**src/rtl/br_resolve_sequencer.sv**
```systemverilog
// ID-stage sequencer for bez/bnez resolution: it stalls on an unforwarded rB, resolves
// the branch, pulses the PC select, flushes the wrong-path fetch and keeps stall statistics.
module br_resolve_sequencer #(
    parameter int DATA_WIDTH = 64,
    parameter int MAX_STALL  = 4,
    parameter int CNT_WIDTH  = 16
) (
    input  logic                  clk,
    input  logic                  reset,
    input  logic                  ID_valid,
    input  logic                  ID_decode_ctrl_bez,
    input  logic                  ID_decode_ctrl_bnez,
    input  logic                  ID_forward_rB,
    input  logic                  fwd_data_valid,
    input  logic [0:DATA_WIDTH-1] M_type_rD_data,
    output logic                  ID_br_ctrl,
    output logic                  br_hazard_stall,
    output logic                  IF_flush,
    output logic                  br_timeout_err,
    output logic [CNT_WIDTH-1:0]  stall_cycles
);

    typedef enum logic [1:0] {
        ST_IDLE  = 2'd0,
        ST_WAIT  = 2'd1,
        ST_FLUSH = 2'd2
    } state_t;

    localparam logic [7:0]           MAX_STALL_C = 8'(MAX_STALL);
    localparam logic [CNT_WIDTH-1:0] CNT_MAX_C   = {CNT_WIDTH{1'b1}};

    // bez takes priority over bnez whenever both decode bits are set.
    function automatic logic resolve_taken(input logic is_bez, input logic is_zero);
        return is_bez ? is_zero : ~is_zero;
    endfunction

    state_t                 state_r;
    state_t                 state_nxt_s;
    logic [7:0]             wait_cnt_r;
    logic [7:0]             wait_cnt_nxt_s;
    logic                   type_bez_r;
    logic                   type_bez_nxt_s;
    logic                   br_timeout_err_r;
    logic [CNT_WIDTH-1:0]   stall_cycles_r;
    logic                   br_s;
    logic                   zero_s;
    logic                   br_ctrl_s;
    logic                   stall_s;
    logic                   flush_s;
    logic                   timeout_set_s;

    assign br_s   = ID_valid & (ID_decode_ctrl_bez | ID_decode_ctrl_bnez);
    assign zero_s = ~|M_type_rD_data;

    // Next-state and Mealy output decode.
    always_comb begin
        state_nxt_s    = state_r;
        wait_cnt_nxt_s = wait_cnt_r;
        type_bez_nxt_s = type_bez_r;
        br_ctrl_s      = 1'b0;
        stall_s        = 1'b0;
        flush_s        = 1'b0;
        timeout_set_s  = 1'b0;
        case (state_r)
            ST_IDLE: begin
                if (br_s) begin
                    if (ID_forward_rB && !fwd_data_valid) begin
                        stall_s        = 1'b1;
                        state_nxt_s    = ST_WAIT;
                        wait_cnt_nxt_s = 8'd1;
                        type_bez_nxt_s = ID_decode_ctrl_bez;
                    end else if (resolve_taken(ID_decode_ctrl_bez, zero_s)) begin
                        br_ctrl_s   = 1'b1;
                        flush_s     = 1'b1;
                        state_nxt_s = ST_FLUSH;
                    end else begin
                        state_nxt_s = ST_IDLE;
                    end
                end else begin
                    state_nxt_s = ST_IDLE;
                end
            end
            ST_WAIT: begin
                // ID is frozen while waiting, so only the captured branch type matters.
                if (fwd_data_valid) begin
                    if (resolve_taken(type_bez_r, zero_s)) begin
                        br_ctrl_s   = 1'b1;
                        flush_s     = 1'b1;
                        state_nxt_s = ST_FLUSH;
                    end else begin
                        state_nxt_s = ST_IDLE;
                    end
                end else if (wait_cnt_r < MAX_STALL_C) begin
                    stall_s        = 1'b1;
                    wait_cnt_nxt_s = wait_cnt_r + 8'd1;
                end else begin
                    timeout_set_s = 1'b1;
                    state_nxt_s   = ST_IDLE;
                end
            end
            ST_FLUSH: begin
                state_nxt_s = ST_IDLE;
            end
            default: begin
                state_nxt_s = ST_IDLE;
            end
        endcase
    end

    // Sequencer state, wait counter and captured branch type.
    always_ff @(posedge clk or posedge reset) begin
        if (reset) begin
            state_r    <= ST_IDLE;
            wait_cnt_r <= 8'd0;
            type_bez_r <= 1'b0;
        end else begin
            state_r    <= state_nxt_s;
            wait_cnt_r <= wait_cnt_nxt_s;
            type_bez_r <= type_bez_nxt_s;
        end
    end

    // Sticky watchdog flag and saturating stall counter.
    always_ff @(posedge clk or posedge reset) begin
        if (reset) begin
            br_timeout_err_r <= 1'b0;
            stall_cycles_r   <= {CNT_WIDTH{1'b0}};
        end else begin
            if (timeout_set_s) begin
                br_timeout_err_r <= 1'b1;
            end else begin
                br_timeout_err_r <= br_timeout_err_r;
            end
            if (stall_s && (stall_cycles_r != CNT_MAX_C)) begin
                stall_cycles_r <= stall_cycles_r + CNT_WIDTH'(1);
            end else begin
                stall_cycles_r <= stall_cycles_r;
            end
        end
    end

    // Front-end controls are held low for the whole time reset is asserted.
    assign ID_br_ctrl      = br_ctrl_s & ~reset;
    assign br_hazard_stall = stall_s & ~reset;
    assign IF_flush        = flush_s & ~reset;
    assign br_timeout_err  = br_timeout_err_r;
    assign stall_cycles    = stall_cycles_r;

endmodule

```
**config.mk**
```make
export PLATFORM = sky130hd
export DESIGN_NAME = br_resolve_sequencer
export DESIGN_NICKNAME = d
export VERILOG_FILES = /design/src/rtl/br_resolve_sequencer.sv
export SDC_FILE = /design/constraint.sdc
export NUM_CORES = 1
export LEC_CHECK = 0
export CAP_MARGIN = 5
export CORE_AREA = 2 2 75 77
export DETAILED_ROUTE_END_ITERATION = 7
export DIE_AREA = 0 0 77 79
export SKIP_CTS_REPAIR_TIMING = 1
export SLEW_MARGIN = 30
export SYNTH_ARGS = -nofsm -noshare
export SYNTH_HDL_FRONTEND = slang
export SYNTH_SLANG_ARGS = --single-unit
```
**constraint.sdc**
```tcl
create_clock -name clk -period 5.2 [get_ports clk]
set_input_delay 1.04 -clock clk [delete_from_list [all_inputs] [get_ports clk]]
set_output_delay 1.04 -clock clk [all_outputs]
set_load 0.005 [all_outputs]
```
After elaboration in Yosys (flattened, before gate mapping)
Cells that the tools add are included.
{ "classes": {"n_addsub": 2, "order_cmp": 1, "n_eq_ne": 7, "n_mux": 28, "n_bitwise": 5, "reduce_logical": 9} }
{ "op_table": {"columns": ["op", "n"], "rows": [
  ["64-bit OR reduction", 1],
  ["8-bit two-way mux", 4],
  ["16-bit by 1-bit adder with 16-bit output, second input constant", 1],
  ["16-bit inequality test, second input constant", 1],
  ["8-bit case mux with 2 select lines", 1],
  ["1-bit two-way mux", 14],
  ["2-bit two-way mux", 6],
  ["8-bit by 1-bit adder with 8-bit output, second input constant", 1],
  ["8-bit by 3-bit less-than comparator with 1-bit output, second input constant", 1],
  ["2-bit inequality test, second input constant", 4],
  ["5-bit AND reduction", 1],
  ["1-bit case mux with 2 select lines", 2],
  ["2-bit case mux with 2 select lines", 1],
  ["1-bit AND", 3],
  ["3-bit inequality test, second input constant", 1],
  ["3-bit AND reduction", 1],
  ["2-bit by 1-bit == test with 1-bit output, second input constant", 1],
  ["1-bit logical AND", 2],
  ["1-bit zero test", 2],
  ["2-bit zero test", 1],
  ["2-bit nonzero test", 1],
  ["1-bit NOT", 1],
  ["1-bit bitwise OR", 1]
]} }
{ "totals": {"reg_bits": 28, "input_bits": 71, "out_inout_bits": 20, "elab_cells": 57} }

Longest topological paths before layout
{ "depth": {"ltp_word": 8, "depth_mapped": 7, "mapped_depth_nobuf": 6} }

Least setup slack after synthesis
OpenSTA, ideal clock, no wires.
{ "synth_timing": {"path_kind": "input -> output", "start": "input M_type_rD_data[63] in the netlist's numbering", "end": "output IF_flush", "arrival_ps": 2539, "required_ps": 4160, "path_slack_ps": 1621, "stages": 6, "path_buffers": 1, "path_cell_list": "nor4_1 > nand4_1 > nor4_1 > mux2_2 > a21oi_1 > buf_4"} }
{ "synth_via": {"elab_chain_cells": 8, "word_cells_on_any_way": 11, "cone_classes": "mux (8); bitwise (1); reduce/logical (2)"} }
{ "synth_lines": {"columns": ["element", "line_no", "rtl"], "rows": [
  ["start: declaration", "15", "input logic [0:DATA_WIDTH-1] M_type_rD_data,"],
  ["64-bit OR reduction *", "53", "assign zero_s = ~|M_type_rD_data;"],
  ["1-bit zero test", "53", null],
  ["1-bit two-way mux", "34", "return is_bez ? is_zero : ~is_zero;"],
  ["1-bit two-way mux (3 in series)", null, null],
  ["1-bit case mux with 2 select lines *", null, null],
  ["1-bit AND *", null, null],
  ["end: declaration", "18", "output logic IF_flush,"]
]} }
Mark *: on every way between the ends. The rest lies on a longest branch, timed or not.

Worst setup path in the final report
{ "layout_timing": {"start": "input M_type_rD_data[60] in the netlist's numbering", "end": "output ID_br_ctrl"} }
{ "layout_via": {"elab_chain_cells": 8, "word_cells_on_any_way": 11, "cone_classes": "mux (8); bitwise (1); reduce/logical (2)"} }
{ "layout_lines": {"columns": ["element", "line_no", "rtl"], "rows": [
  ["64-bit OR reduction *", "53", null],
  ["1-bit zero test", "53", null],
  ["1-bit two-way mux", "34", null],
  ["1-bit two-way mux", "72", "end else if (resolve_taken(ID_decode_ctrl_bez, zero_s)) begin"],
  ["1-bit two-way mux", "67", "if (ID_forward_rB && !fwd_data_valid) begin"],
  ["1-bit two-way mux", "66", "if (br_s) begin"],
  ["1-bit case mux with 2 select lines *", "64", "case (state_r)"],
  ["1-bit AND *", "143", "assign ID_br_ctrl = br_ctrl_s & ~reset;"],
  ["end: declaration", "16", "output logic ID_br_ctrl,"]
]} }
Marked as above.

==> metrics.csv <==
stage,metric,value,unit
clocking,H-tree lvl count,1,
worst_hold_path,worst hold path type,reg -> reg,
floorplanning,# IOs,91,
sta,count of final setup violators,0,
synth,"Seq/Total Area, Yosys",46.1,%
sta,maximum clock rate,216,MHz
synth,dominant cells by area after synthesis,"dfrtp_1 (46%), nor4_1 (8.6%), nand4_1 (3.7%)",
worst_setup_path,arrival time worst endpoint,3.60,ns
sta,Final Hold Violating Endpoints,0,
sta,Slew Limit Fails,0,
placement,I/O Buffers,90,
floorplanning,Die Footprint,6080,sq um
finish,Area Overhead vs Synth,66.7,%
synth,Syn Std Cell Area,1520,sq um
worst_setup_path,Startpoint Class,input port,
sta,Hold Slack,0.495,ns
worst_setup_path,CP Capture Type,output port,
route,drc violations,0,
synth,Synth Area in Adders,1.65,%
synth,"Async S/R FF share, synth",100,%
sta,Least-Margin Pin Slew,0.862,ns
placement,placed instance count,308,
clocking,CTS tree,yes,
grt,Global Route Usage Sum,16.1,%
synth,post-synth top area cell,dfrtp_1,
floorplanning,Rows,27,
synth,Most used DFF post-synth,dfrtp_1,
grt,vias in the first global route,1569,
finish,Final nets,314,
clocking,clock slew at reported path FFs,0.09,ns
clocking,Clk Tree Root Cell,clkbuf_8,
synth,Cells after Synth,148,
finish,Fillers,545,
placement,dpl hpwl,3860,microns
clocking,TritonCTS Buffers,3,
sta,Worst Skew,0.00769,ns
clocking,Clock Sinks,28,
power_and_ir_drop,PwrDens,257,nW/um^2
worst_setup_path,Worst Path Required,4.16,ns
synth,syn_nets,221,
flow_run,Max Cap Viol,0,
synth,compound-gate portion of the synthesized area,7.74,%
floorplanning,core area,5340,sq um
synth,multiplexer share of the synthesized area,3.54,%
route,routed vias/inst,4.93,
power_and_ir_drop,VDD IR max,0.000223,V
synth,"Avg Cell Area, Syn",10.3,sq um
synth,area share of the largest cell type after synthesis,46.1,%
synth,post-synthesis xor/xnor area fraction,6.34,%
route,Detail Route Antenna Nets,0,
floorplanning,initial core utilization,28.5,%
finish,Final Non-Filler Cells,311,
sta,RSZ-0062 raised after global routing,false,
finish,Antenna Cells,0,
synth,"EDFF count, synth",0,
grt,largest net degree at the start of global routing,29,
grt,initial antenna violation count,0,
synth,Simple-Gate Fraction of Synth Area,32.4,%
power_and_ir_drop,LEAKAGE,0.983,nW
worst_setup_path,kind of critical path,in -> out,
synth,main combinational cell family by area after synthesis,simple AND/OR/NAND/NOR gates,
sta,Rel. slew slack,42.0,%
worst_setup_path,Crit Path Max Fanout,2,
route,Routed WL,4770,microns
sta,setup_tns,0,ns
grt,first-pass GRT wire length,7740,microns
grt,gr ovfl total,0,
sta,Tcrit/Tclk final,89.2,%
sta,min cycle time layout,4.64,ns
route,Routed WL per cell,15.4,microns
clocking,clock latency on the worst-skew pair,0.27,ns
placement,GPL Wtd Cong,0.742,
route,initial DRC count,35,
route,Vias,1533,
synth,post-synthesis cell type count,42,
outcome,status,finished clean,
floorplanning,Die H,79,microns
synth,Synth Warn #,0,
synth,"FF+latch count, synth",28,
route,Pre-Repair DR Iteration Count,4,
floorplanning,Die X,77,microns
clocking,Max Root-Sink Buffers,2,
finish,fraction of layout instances using a drive strength above 1,6.28,%
[layout make-up]
type / instances / area [sq um] / share of cell area (%)
Clock buffer: 3 / 41.3 / 1.63
Inverter: 4 / 15.0 / 0.593
Multi-Input combinational cell: 114 / 785 / 31.0
Sequential cell: 28 / 701 / 27.7
Tap cell: 72 / 90.1 / 3.56
Timing Repair Buffer: 90 / 901 / 35.6
[sequential cells by signal (all words and copies together) (netlist names)]
signal          cells
stall_cycles       16
wait_cnt_r          8
state_r             2
br_timeout_err      1
type_bez_r          1
[report_power, final]
group | switching [mW] | internal (mW)
Sequential | 0.0609 | 0.260
Combinational | 0.0755 | 0.139
Clock | 0.0636 | 0.0519
Total | 0.200 | 0.450
[routing by layer]
metal  part of all wire (%)  global-route usage [%]  vias up
met5                      0                       0        -
met4                    1.7                    5.89        0
met3                    8.9                    3.75        6
met2                     47                    28.0       76
met1                     43                    19.7      700
li1                       -                       -      751
[stage by stage]
step	instance area (sq um)	setup slack (ns)	power, mW	utilization, %
after floorplan	1520	1.62	0.401	-
after global placement	2490	0.514	0.538	46.7
after detailed placement	2490	0.566	0.541	46.7
after CTS	2530	0.546	0.658	47.4
after global routing	2530	0.358	0.699	47.4
final	2530	0.562	0.650	47.4
[path summary, 6_finish.rpt]
kind,slack (ns),start,cells past startpoint,end
max,0.56,M_type_rD_data[60],7,ID_br_ctrl
min in group asynchronous,1.21,reset,2,stall_cycles[15]
min reg2reg,0.50,wait_cnt_r[6],1,wait_cnt_r[6]
min,0.50,wait_cnt_r[6],1,wait_cnt_r[6]
max reg2reg,3.14,stall_cycles[0],5,stall_cycles[11]
max in group asynchronous,3.61,reset,2,stall_cycles[13]
[kinds of logic (layout without fill, tap and decap cells)]
kind of cell	Yosys count	count (layout)
AOI/OAI and AO/OA	16	16
xor gates and xnor gates	11	11
adders and majority gates	2	2
buffers and inverters	6	97
DFF	28	28
muxes	5	5
and+or+nand+nor	80	80
[critical path, stage by stage]
cell and delay, ns:
clkdlybuf4s50_1 0.40, nor4_1 0.31, nand4_1 0.16, nor4_1 0.56
mux2_2 0.42, a21oi_1 0.17, clkdlybuf4s50_1 0.53
[cells in the mapped netlist, drive strengths merged (5+ instances only)]
master,number
nand2,10
nor4,22
nand3,6
nor2,12
a21oi,5
xor2,6
xnor2,5
nand4,9
dfrtp,28
[cell usage in the layout, fill, tap and decap left out, types with 3 or more instances in the layout]
cell	netlist	final
nand3_1	5	5
nor2_1	12	12
nand2_1	10	10
xor2_1	6	6
dfrtp_1	28	28
clkbuf_8	0	3
clkdlybuf4s50_1	0	90
nor4_1	21	21
and2_1	3	3
xnor2_1	5	5
a41oi_1	3	3
a21oi_1	4	4
nand4_1	9	9
No activity file was read; power rests on OpenSTA's default activity.
